[src/rtl/coord_jog_ctrl_if.sv]
// Button, axis-select and coordinate signals between the jog controller and
// its surroundings (button pins on one side, servo PWM stage on the other).
interface coord_jog_if #(
    parameter int BIT_SIZE = 10
);
    logic                       btn_inc;
    logic                       btn_dec;
    logic                       btn_home;
    logic [1:0]                 axis_sel;
    logic signed [BIT_SIZE-1:0] x;
    logic signed [BIT_SIZE-1:0] y;
    logic signed [BIT_SIZE-1:0] z;
    logic                       step_pulse;
    logic                       at_limit;

    modport master (
        output btn_inc, btn_dec, btn_home, axis_sel,
        input  x, y, z, step_pulse, at_limit
    );

    modport slave (
        input  btn_inc, btn_dec, btn_home, axis_sel,
        output x, y, z, step_pulse, at_limit
    );
endinterface

[src/rtl/coord_jog_ctrl.sv]
// Push-button jog controller: synchronises and debounces inc/dec/home buttons
// and steps the selected x/y/z coordinate with auto-repeat and saturation.
module coord_jog_ctrl #(
    parameter int FREQ               = 25_000_000,
    parameter int BIT_SIZE           = 10,
    parameter int INVERT_INC         = 1,
    parameter int INVERT_DEC         = 1,
    parameter int INVERT_HOME        = 0,
    parameter int DEBOUNCE_THRESHOLD = 5000,
    parameter int STEP               = 10,
    parameter int COORD_MIN          = -270,
    parameter int COORD_MAX          = 270,
    parameter int COORD_HOME         = 90,
    parameter int REPEAT_DELAY       = 12_500_000,
    parameter int REPEAT_RATE        = 2_500_000
) (
    input logic        clk,
    input logic        rst,
    coord_jog_if.slave bus
);

    localparam int EXT_W   = BIT_SIZE + 2;
    localparam int DB_W    = $clog2(DEBOUNCE_THRESHOLD + 1);
    localparam int RPT_MAX = (REPEAT_DELAY > REPEAT_RATE) ? REPEAT_DELAY : REPEAT_RATE;
    localparam int RC_W    = $clog2(RPT_MAX + 1);

    localparam int B_INC  = 0;
    localparam int B_DEC  = 1;
    localparam int B_HOME = 2;

    localparam logic [2:0]      INV_MASK   = {1'(INVERT_HOME), 1'(INVERT_DEC), 1'(INVERT_INC)};
    localparam logic [DB_W-1:0] DB_LAST    = DB_W'(DEBOUNCE_THRESHOLD - 1);
    localparam logic [RC_W-1:0] DELAY_LAST = RC_W'(REPEAT_DELAY - 1);
    localparam logic [RC_W-1:0] RATE_LAST  = RC_W'(REPEAT_RATE - 1);

    localparam logic signed [BIT_SIZE-1:0] HOME_V = BIT_SIZE'(COORD_HOME);
    localparam logic signed [BIT_SIZE-1:0] MIN_V  = BIT_SIZE'(COORD_MIN);
    localparam logic signed [BIT_SIZE-1:0] MAX_V  = BIT_SIZE'(COORD_MAX);
    localparam logic signed [EXT_W-1:0]    LIM_LO = EXT_W'(COORD_MIN);
    localparam logic signed [EXT_W-1:0]    LIM_HI = EXT_W'(COORD_MAX);
    localparam logic signed [EXT_W-1:0]    STEP_X = EXT_W'(STEP);

    localparam logic [1:0] S_IDLE   = 2'd0;
    localparam logic [1:0] S_HOLD   = 2'd1;
    localparam logic [1:0] S_REPEAT = 2'd2;

    if (FREQ < 1 || DEBOUNCE_THRESHOLD < 1 || REPEAT_DELAY < 1 || REPEAT_RATE < 1
        || COORD_MIN > COORD_MAX) begin : g_param_check
        $error("coord_jog_ctrl: invalid parameter set");
    end

    // Widen before adding so the clamp sees the true sum even near the rails.
    function automatic logic signed [BIT_SIZE-1:0] step_sat(
        input logic signed [BIT_SIZE-1:0] cur,
        input logic                       up
    );
        logic signed [EXT_W-1:0] sum;
        sum = {{2{cur[BIT_SIZE-1]}}, cur};
        sum = up ? (sum + STEP_X) : (sum - STEP_X);
        if (sum > LIM_HI) begin
            sum = LIM_HI;
        end else if (sum < LIM_LO) begin
            sum = LIM_LO;
        end
        return sum[BIT_SIZE-1:0];
    endfunction

    logic [2:0]      sync1_q, sync1_d;
    logic [2:0]      sync2_q, sync2_d;
    logic [2:0]      deb_q, deb_d;
    logic [2:0]      deb_prev_q, deb_prev_d;
    logic [2:0]      arm_q, arm_d;
    logic [DB_W-1:0] db_cnt_q [3];
    logic [DB_W-1:0] db_cnt_d [3];

    logic [1:0]                 state_q, state_d;
    logic                       dir_q, dir_d;
    logic [RC_W-1:0]            rcnt_q, rcnt_d;
    logic signed [BIT_SIZE-1:0] x_q, x_d;
    logic signed [BIT_SIZE-1:0] y_q, y_d;
    logic signed [BIT_SIZE-1:0] z_q, z_d;
    logic                       pulse_q, pulse_d;

    logic [2:0]                 lvl;
    logic [2:0]                 press;
    logic                       axis_valid;
    logic                       release_jog;
    logic                       do_step;
    logic                       step_up;
    logic signed [BIT_SIZE-1:0] sel_cur;
    logic signed [BIT_SIZE-1:0] next_v;

    assign sync1_d    = {bus.btn_home, bus.btn_dec, bus.btn_inc};
    assign sync2_d    = sync1_q;
    assign lvl        = sync2_q ^ INV_MASK;
    assign deb_prev_d = deb_q;
    // A press only counts once the button has been seen released since reset.
    assign arm_d      = arm_q | ~lvl;
    assign press      = deb_q & ~deb_prev_q & arm_q;

    always_comb begin
        deb_d = deb_q;
        for (int i = 0; i < 3; i++) begin
            db_cnt_d[i] = db_cnt_q[i];
            if (lvl[i] == deb_q[i]) begin
                db_cnt_d[i] = '0;
            end else if (db_cnt_q[i] == DB_LAST) begin
                deb_d[i]    = lvl[i];
                db_cnt_d[i] = '0;
            end else begin
                db_cnt_d[i] = db_cnt_q[i] + 1'b1;
            end
        end
    end

    assign axis_valid = (bus.axis_sel != 2'd3);

    always_comb begin
        case (bus.axis_sel)
            2'd0:    sel_cur = x_q;
            2'd1:    sel_cur = y_q;
            2'd2:    sel_cur = z_q;
            default: sel_cur = x_q;
        endcase
    end

    assign release_jog = dir_q ? (!deb_q[B_INC] || deb_q[B_DEC])
                               : (!deb_q[B_DEC] || deb_q[B_INC]);

    always_comb begin
        state_d = state_q;
        dir_d   = dir_q;
        rcnt_d  = rcnt_q;
        x_d     = x_q;
        y_d     = y_q;
        z_d     = z_q;
        pulse_d = 1'b0;
        do_step = 1'b0;
        step_up = dir_q;
        next_v  = sel_cur;
        if (press[B_HOME]) begin
            x_d     = HOME_V;
            y_d     = HOME_V;
            z_d     = HOME_V;
            pulse_d = 1'b1;
            state_d = S_IDLE;
            rcnt_d  = '0;
        end else begin
            case (state_q)
                S_IDLE: begin
                    if (press[B_INC] && !deb_q[B_DEC]) begin
                        do_step = 1'b1;
                        step_up = 1'b1;
                        dir_d   = 1'b1;
                        state_d = S_HOLD;
                        rcnt_d  = '0;
                    end else if (press[B_DEC] && !deb_q[B_INC]) begin
                        do_step = 1'b1;
                        step_up = 1'b0;
                        dir_d   = 1'b0;
                        state_d = S_HOLD;
                        rcnt_d  = '0;
                    end
                end
                S_HOLD: begin
                    if (release_jog) begin
                        state_d = S_IDLE;
                        rcnt_d  = '0;
                    end else if (rcnt_q == DELAY_LAST) begin
                        do_step = 1'b1;
                        state_d = S_REPEAT;
                        rcnt_d  = '0;
                    end else begin
                        rcnt_d = rcnt_q + 1'b1;
                    end
                end
                S_REPEAT: begin
                    if (release_jog) begin
                        state_d = S_IDLE;
                        rcnt_d  = '0;
                    end else if (rcnt_q == RATE_LAST) begin
                        do_step = 1'b1;
                        rcnt_d  = '0;
                    end else begin
                        rcnt_d = rcnt_q + 1'b1;
                    end
                end
                default: begin
                    state_d = S_IDLE;
                    rcnt_d  = '0;
                end
            endcase
            next_v = step_sat(sel_cur, step_up);
            // Steps that would not move the axis (rail reached, no axis) are silent.
            if (do_step && axis_valid && (next_v != sel_cur)) begin
                pulse_d = 1'b1;
                case (bus.axis_sel)
                    2'd0:    x_d = next_v;
                    2'd1:    y_d = next_v;
                    default: z_d = next_v;
                endcase
            end
        end
    end

    always_ff @(posedge clk or posedge rst) begin
        if (rst) begin
            sync1_q    <= ~INV_MASK;
            sync2_q    <= ~INV_MASK;
            deb_q      <= '0;
            deb_prev_q <= '0;
            arm_q      <= '0;
            for (int i = 0; i < 3; i++) begin
                db_cnt_q[i] <= '0;
            end
            state_q    <= S_IDLE;
            dir_q      <= 1'b0;
            rcnt_q     <= '0;
            x_q        <= HOME_V;
            y_q        <= HOME_V;
            z_q        <= HOME_V;
            pulse_q    <= 1'b0;
        end else begin
            sync1_q    <= sync1_d;
            sync2_q    <= sync2_d;
            deb_q      <= deb_d;
            deb_prev_q <= deb_prev_d;
            arm_q      <= arm_d;
            for (int i = 0; i < 3; i++) begin
                db_cnt_q[i] <= db_cnt_d[i];
            end
            state_q    <= state_d;
            dir_q      <= dir_d;
            rcnt_q     <= rcnt_d;
            x_q        <= x_d;
            y_q        <= y_d;
            z_q        <= z_d;
            pulse_q    <= pulse_d;
        end
    end

    assign bus.x          = x_q;
    assign bus.y          = y_q;
    assign bus.z          = z_q;
    assign bus.step_pulse = pulse_q;
    assign bus.at_limit   = axis_valid && ((sel_cur == MIN_V) || (sel_cur == MAX_V));

endmodule
[src/flat_wrapper.sv]
// flat-port wrapper written by rule: the top's interface ports become plain ports
module coord_jog_ctrl_flat 
#(
    parameter int FREQ               = 25_000_000,
    parameter int BIT_SIZE           = 10,
    parameter int INVERT_INC         = 1,
    parameter int INVERT_DEC         = 1,
    parameter int INVERT_HOME        = 0,
    parameter int DEBOUNCE_THRESHOLD = 5000,
    parameter int STEP               = 10,
    parameter int COORD_MIN          = -270,
    parameter int COORD_MAX          = 270,
    parameter int COORD_HOME         = 90,
    parameter int REPEAT_DELAY       = 12_500_000,
    parameter int REPEAT_RATE        = 2_500_000
)
  (clk, rst, bus_btn_inc, bus_btn_dec, bus_btn_home, bus_axis_sel, bus_x, bus_y, bus_z, bus_step_pulse, bus_at_limit);
  coord_jog_if #(.BIT_SIZE(BIT_SIZE)) bus_i ();
  input logic clk;
  input logic rst;
  input wire logic [$bits(bus_i.btn_inc)-1:0] bus_btn_inc;
  input wire logic [$bits(bus_i.btn_dec)-1:0] bus_btn_dec;
  input wire logic [$bits(bus_i.btn_home)-1:0] bus_btn_home;
  input wire logic [$bits(bus_i.axis_sel)-1:0] bus_axis_sel;
  output wire logic [$bits(bus_i.x)-1:0] bus_x;
  output wire logic [$bits(bus_i.y)-1:0] bus_y;
  output wire logic [$bits(bus_i.z)-1:0] bus_z;
  output wire logic [$bits(bus_i.step_pulse)-1:0] bus_step_pulse;
  output wire logic [$bits(bus_i.at_limit)-1:0] bus_at_limit;
  assign bus_i.btn_inc = bus_btn_inc;
  assign bus_i.btn_dec = bus_btn_dec;
  assign bus_i.btn_home = bus_btn_home;
  assign bus_i.axis_sel = bus_axis_sel;
  assign bus_x = bus_i.x;
  assign bus_y = bus_i.y;
  assign bus_z = bus_i.z;
  assign bus_step_pulse = bus_i.step_pulse;
  assign bus_at_limit = bus_i.at_limit;
  coord_jog_ctrl #(.FREQ(FREQ), .BIT_SIZE(BIT_SIZE), .INVERT_INC(INVERT_INC), .INVERT_DEC(INVERT_DEC), .INVERT_HOME(INVERT_HOME), .DEBOUNCE_THRESHOLD(DEBOUNCE_THRESHOLD), .STEP(STEP), .COORD_MIN(COORD_MIN), .COORD_MAX(COORD_MAX), .COORD_HOME(COORD_HOME), .REPEAT_DELAY(REPEAT_DELAY), .REPEAT_RATE(REPEAT_RATE)) u_core (.clk(clk), .rst(rst), .bus(bus_i));
endmodule
[config.mk]
export PLATFORM = sky130hd
export DESIGN_NAME = coord_jog_ctrl_flat
export DESIGN_NICKNAME = d
export VERILOG_FILES = /design/src/rtl/coord_jog_ctrl_if.sv /design/src/rtl/coord_jog_ctrl.sv /design/src/flat_wrapper.sv
export SDC_FILE = /design/constraint.sdc
export NUM_CORES = 1
export LEC_CHECK = 0
export ABC_AREA = 0
export CAP_MARGIN = 10
export CORE_MARGIN = 2
export CORE_UTILIZATION = 50
export CTS_CLUSTER_DIAMETER = 40
export DETAILED_ROUTE_END_ITERATION = 8
export PLACE_DENSITY = 0.79
export SLEW_MARGIN = 20
export SYNTH_ARGS = -nofsm -noshare
export SYNTH_HDL_FRONTEND = slang
export SYNTH_SLANG_ARGS = --single-unit
[constraint.sdc]
create_clock -name clk -period 4.65 [get_ports clk]
set_clock_uncertainty 0.15 [all_clocks]
set_input_delay 0.6975 -clock clk [delete_from_list [all_inputs] [get_ports clk]]
set_output_delay 0.6975 -clock clk [all_outputs]
set_load 0.05 [all_outputs]
==> metrics.txt <==
dpl cell area around 7600 µm²; Final Setup Violations 0; delay-heaviest family, CP compound AO/OA/AOI/OAI gates; post-synth top area share between 30% and 40%; r2r endpoint u_core.bus.y[5]$_DFFE_PP0P_; Post-synth ARST share between 90% and 100%; Final #Nets between 800 and 900; Clk pwr share between 20% and 30%; vias in the first global route slightly below 6000; Core Region 12700 µm²; Cells after Synth 691; RSZ-0062 raised after global routing no; Sw Ratio 34.9%; placed insts ~960; CP required about 4.7 ns; CTS Buffer Depth 2; Tmin final between 4 and 5 ns; All-Layer GR Usage approximately 25%; Clock Sink Count 112; DIE AREA 14100 µm²; Hold WC Path Type reg -> reg; hold depth 0; via count around 5700; hold path start u_core.sync1_q[0]$_DFF_PP0_; Sequential Power Share about two fifths; FF-to-FF setup slack approximately 0.18 ns; largest net degree at the start of global routing 64; top-count cell post-synth nor2_1; Crit path largest cell delay just over 0.3 ns; post-route ant nets 0; antenna violations before repair 0; area grow syn2layout 26.3%; Worst Path Arrival ~4.6 ns; r2r worst-path depth 20; max_cap viols 0; fmax ~220 MHz; DRC 0; Final Power approximately 2800 µW; internal power 1790 µW; combinational share of power 34.8%; first-pass GRT wire length between 20 and 30 mm; # fillers between 900 and 1000; Net Sw Power 961 µW; CP bufs+invs 7; hold path endpoint u_core.sync2_q[0]$_DFF_PP0_; grt ovf 0; RR Startpoint u_core.state_q[0]$_DFFE_PP0P_; CTS H-tree depth 3; final hold vios 0; most frequent cells after synthesis 110 x nor2_1, 98 x dfrtp_1, 64 x nand2_1, 36 x xor2_1; status finished clean; Synth area leader dfrtp_1; Pwr Density around 330 nW/µm²; CP Cell Sequence dlygate4sd2_1 > inv_1 > ha_4 > buf_6 > buf_4 > a21o_1 > nand3_1 > nand2_2 > ha_4 > inv_1 > a211oi_2 > o22ai_2 > xnor2_2 > a211o_1 > o31ai_4 > buf_4 > a21oi_4 > a31oi_1 > o2111a_2 > o21ai_4 > buf_12 > mux2i_1; actual slew at the worst max-slew pin roughly 0.73 ns; number of flops mapped to enable cells by yosys 0; crit-path max FO 9; critical path endpoint category flip-flop; Avg WL per Cell between 15 and 20 µm; Die Wd 119 µm; Lkg Pwr between 0.003 and 0.004 µW; crit share post-route a little over nine tenths; gpl congestion ~0.97; WL final around 17 mm; Ports 39; Seq/Total Area, Yosys between 40% and 50%; slowest library cell on the worst path ha_4; max-slew violations 0; Yosys cell types 76; CTS tree done; mapped cell area 6560 µm²; Ant. Diodes 0; CP Launch Type primary input; synthesized area per cell 9.50 µm²; Slew HR slightly above 50%; clock latency on the worst-skew pair ~0.35 ns; Mapped Nets a little over 700; share of layout cells above drive strength 1 24.0%; VDD IR max roughly 210 µV; Detailed Routing Iterations Pass 1 5; DP Wirelength between 10 and 15 mm; I/O Buffers 38; Synth area leaders dfrtp_1 37%, nor2_1 6.3%, dfstp_2 5.6%; number of warnings issued by yosys 0; initial drt markers approximately 480; post-route cell area ~8300 µm²; Synth Register Bits 112; kind of critical path in -> reg; WHS between 0.2 and 0.25 ns; DIE HEIGHT about 120 µm; final core occ 65.2%; Initial Util 51.6%; vias per inst between 5 and 6; Root Buffer Master clkbuf_16; Worst-path clk slew approximately 0.080 ns; final cell count without fillers 981; total CTS buffers 9; Post-synth top flop dfrtp_1; # rows 41
cells in the final DEF (no fill, tap or decap), types with 9 or more instances in the layout:
| cell | instances |
|---|---|
| a21o_1 | 10 |
| a21oi_1 | 19 |
| and3_1 | 9 |
| buf_4 | 80 |
| clkbuf_16 | 9 |
| clkdlybuf4s50_1 | 35 |
| dfrtp_1 | 98 |
| dfstp_2 | 14 |
| ha_1 | 9 |
| inv_1 | 12 |
| mux2i_1 | 29 |
| nand2_1 | 63 |
| nand3_1 | 31 |
| nand4_1 | 18 |
| nor2_1 | 107 |
| nor3_1 | 11 |
| o21ai_0 | 21 |
| xnor2_1 | 25 |
| xor2_1 | 36 |
cell families (layout without fill, tap and decap cells):
group,after synthesis,in the layout,share of synthesized area (%)
adder cells (fa/ha/maj),17,17,3.24
AO/OA/AOI/OAI,125,125,14.8
AND/OR/NAND/NOR,296,296,21.6
buffers and inverters,43,161,3.49
multiplexers,32,32,4.90
flip-flops,112,112,43.0
XOR/XNOR,66,66,9.04
through the flow:
stage | TNS, ns | worst slack (ns)
2_1_floorplan | 0 | 0.178
3_3_place_gp | -9.22 | -0.320
3_5_place_dp | -14.23 | -0.519
4_1_cts | 0 | 0.00658
5_1_grt | 0 | 0.00848
6_report | 0 | 0.166
final cells by class:
class	count	area [µm²]	area share (%)
clock inverter	6	51.3	0.619
multi-input combinational	536	3780	45.7
sequential	112	2820	34.0
clock buffer	10	229	2.76
timing repair buffer	126	1120	13.5
inverter	19	73.8	0.890
tap	172	215	2.60
worst max path at each step:
stage | endpoint | cells past startpoint | startpoint
2_1_floorplan | u_core.bus.x[1]$_DFFE_PP1P_ | 22 | bus_axis_sel[0]
3_3_place_gp | u_core.bus.x[1]$_DFFE_PP1P_ | 19 | bus_axis_sel[1]
3_5_place_dp | u_core.bus.y[4]$_DFFE_PP1P_ | 21 | bus_axis_sel[1]
4_1_cts | u_core.bus.x[7]$_DFFE_PP0P_ | 22 | bus_axis_sel[0]
5_1_grt | u_core.bus.z[1]$_DFFE_PP1P_ | 22 | bus_axis_sel[1]
6_report | u_core.bus.y[5]$_DFFE_PP0P_ | 22 | bus_axis_sel[1]
layer usage:
layer	wire [µm]	track usage, %	vias up	share of wire (%)
met1	7270	31.2	2811	42
met3	794	4.15	50	4.6
li1	-	-	2673	-
met2	8550	42.2	181	50
met5	0	0	-	0
met4	548	9.90	0	3.2
state kept, by name, summed over array words and instances (netlist names), 2 cells and up:
register / count
u_core.bus.y: 10
u_core.sync1_q: 3
u_core.db_cnt_q: 39
u_core.bus.x: 10
u_core.sync2_q: 3
u_core.arm_q: 3
u_core.deb_prev_q: 3
u_core.deb_prev_d: 3
u_core.bus.z: 10
u_core.rcnt_q: 24
u_core.state_q: 2
power groups by stage:
stage | Combinational (µW) | Sequential, µW | Clock (µW)
4_1_cts | 879 | 1060 | 745
5_1_grt | 1010 | 1060 | 795
3_5_place_dp | 843 | 1080 | 0
3_3_place_gp | 825 | 1070 | 0
2_1_floorplan | 413 | 1170 | 0
6_report | 957 | 1060 | 736
what timing repair did:
item | CTS | global route
endpoints found under the setup margin | 31 | 32
hold buffers | 0 | 0
setup buffers | 1 | 5
gates cloned | 1 | 0
gates resized for setup | 26 | 24
pin swaps | 17 | 17
(Power assumes the default switching activity.)
==> RTL change: new RTL, same flow settings <==
`DEBOUNCE_THRESHOLD` is set to 5000 in 2 places; all go to 1250.
--- a/src/rtl/coord_jog_ctrl.sv
+++ b/src/rtl/coord_jog_ctrl.sv
@@ -6,7 +6,7 @@
     parameter int INVERT_INC         = 1,
     parameter int INVERT_DEC         = 1,
     parameter int INVERT_HOME        = 0,
-    parameter int DEBOUNCE_THRESHOLD = 5000,
+    parameter int DEBOUNCE_THRESHOLD = 1250,
     parameter int STEP               = 10,
     parameter int COORD_MIN          = -270,
     parameter int COORD_MAX          = 270,
--- a/src/flat_wrapper.sv
+++ b/src/flat_wrapper.sv
@@ -6,7 +6,7 @@
     parameter int INVERT_INC         = 1,
     parameter int INVERT_DEC         = 1,
     parameter int INVERT_HOME        = 0,
-    parameter int DEBOUNCE_THRESHOLD = 5000,
+    parameter int DEBOUNCE_THRESHOLD = 1250,
     parameter int STEP               = 10,
     parameter int COORD_MIN          = -270,
     parameter int COORD_MAX          = 270,
Behaviour: no difference found for any inputs over 10 cycles, from zero or initial values and one cycle with rst high; that may be too few to reach the edited logic, so the function may still have changed.
==> RTL change against the original RTL <==
Via count is 1.5% lower; setup slack worse by 0.074 ns; sequential share of layout area fell by 1.5 points; final cell count is 0.71% higher; first-iteration DRC count is 22% lower; cell area down 0.85%; utilization is 0.24 points higher; wire length is 2.2% lower; synthesized cell count down 1.4%; synthesized area fell by 2.3%; global-route usage rose by 0.80 points; sequential cell count down 6; power decreased by 0.98%; critical path type unchanged; largest cell class unchanged.
==> RTL change: results (changes against the original RTL) <==
status=finished clean (unchanged); ys async rst share=100% (unchanged); port buffer count=38 (unchanged); Min-Delay Endpoint=u_core.sync2_q[1] (was u_core.sync2_q[0]); Synth Net Count=708 (was 715); Peak VDD IR=0.000272 V (was 0.000209 V); cell count after placement=960 (was 958); Initial DRC Count=378 (was 482); Reg2Reg Setup Slack=0.14 ns (was 0.18 ns); share of layout cells above drive strength 1=26.2% (was 24.0%); Psw=929 uW (was 961 uW); top cells by area, synth=dfrtp_1, nor2_1, dfstp_2, mux2i_1, xor2_1 (was dfrtp_1, nor2_1, dfstp_2, xor2_1, mux2i_1); HP Start=u_core.sync1_q[1] (was u_core.sync1_q[0]); Fmax=219 MHz (was 223 MHz); P_leak=3.71 nW (was 3.76 nW); Clock group=755 uW (was 736 uW); DR WL/cell=17.0 um (was 17.5 um); worst-margin pin slew=1.01 ns (was 0.732 ns); routability cong.=0.953 (was 0.968); vias in the first global route=5546 (was 5794); final hold slack=0.203 ns (was 0.201 ns); Combinational Power=963 uW (was 957 uW); DRT Pass-1 Iters=5 (unchanged); critical path endpoint=u_core.bus.y[4] (was u_core.bus.y[5]); first-pass GRT wire length=27200 um (was 28200 um); Pint=1.80 mW (was 1.79 mW); top flop regs=u_core.db_cnt_q x33, u_core.rcnt_q x24 (was u_core.db_cnt_q x39, u_core.rcnt_q x24); dpl cell area=0.00758 mm^2 (was 0.00765 mm^2); vias per inst=5.70 (was 5.83); synth cell count leaders=nor2_1, dfrtp_1, nand2_1 (unchanged); DP HPWL=12200 um (was 12500 um); Crit-path slowest cell=a2111o_1 (was ha_4); final net count=838 (was 828); Non-Filler Instances=988 (was 981); register area share after synthesis=41.6% (was 43.0%); largest net degree at the start of global routing=94 (was 64); max incr delay on CP=0.45 ns (was 0.31 ns); Unique masters post-synth=81 (was 76); hold depth=0 (unchanged); Place WS=-0.944 ns (was -0.519 ns); crit-path max FO=8 (was 9); r2r startpoint=u_core.state_q[1] (was u_core.state_q[0])
[RTL change: kinds of logic after synthesis]
kind of cell | Yosys count | synth area share (%)
buffers and inverters | 43 | 3.96
XOR/XNOR | 58 | 8.21
AND/OR/NAND/NOR | 296 | 22.7
AO/OA/AOI/OAI | 124 | 14.2
adder cells (fa/ha/maj) | 21 | 4.06
flip-flops | 106 | 41.6
multiplexers | 33 | 5.19
[RTL change: layer usage]
metal	track usage, %	part of all wire, %	wire, um
met1	32.9	42	7120
met2	42.3	50	8400
met3	4.74	4.7	787
met4	10.8	2.8	477
met5	0	0	0
[RTL change: area by class of cell]
class	count	area, um^2
fillers	966	4350
multi-input cells	532	3760
repair buffers	143	1190
well taps	172	215
clock buffers	12	267
clock inverters	4	32.5
flip-flops and latches	106	2670
inverters	19	83.8
[RTL change: timing repair]
item | in CTS | in global routing
setup buffers | 5 | 6
cloned | 0 | 1
resized for setup | 33 | 29
endpoints found under the setup margin | 31 | 31
pin swaps | 20 | 17
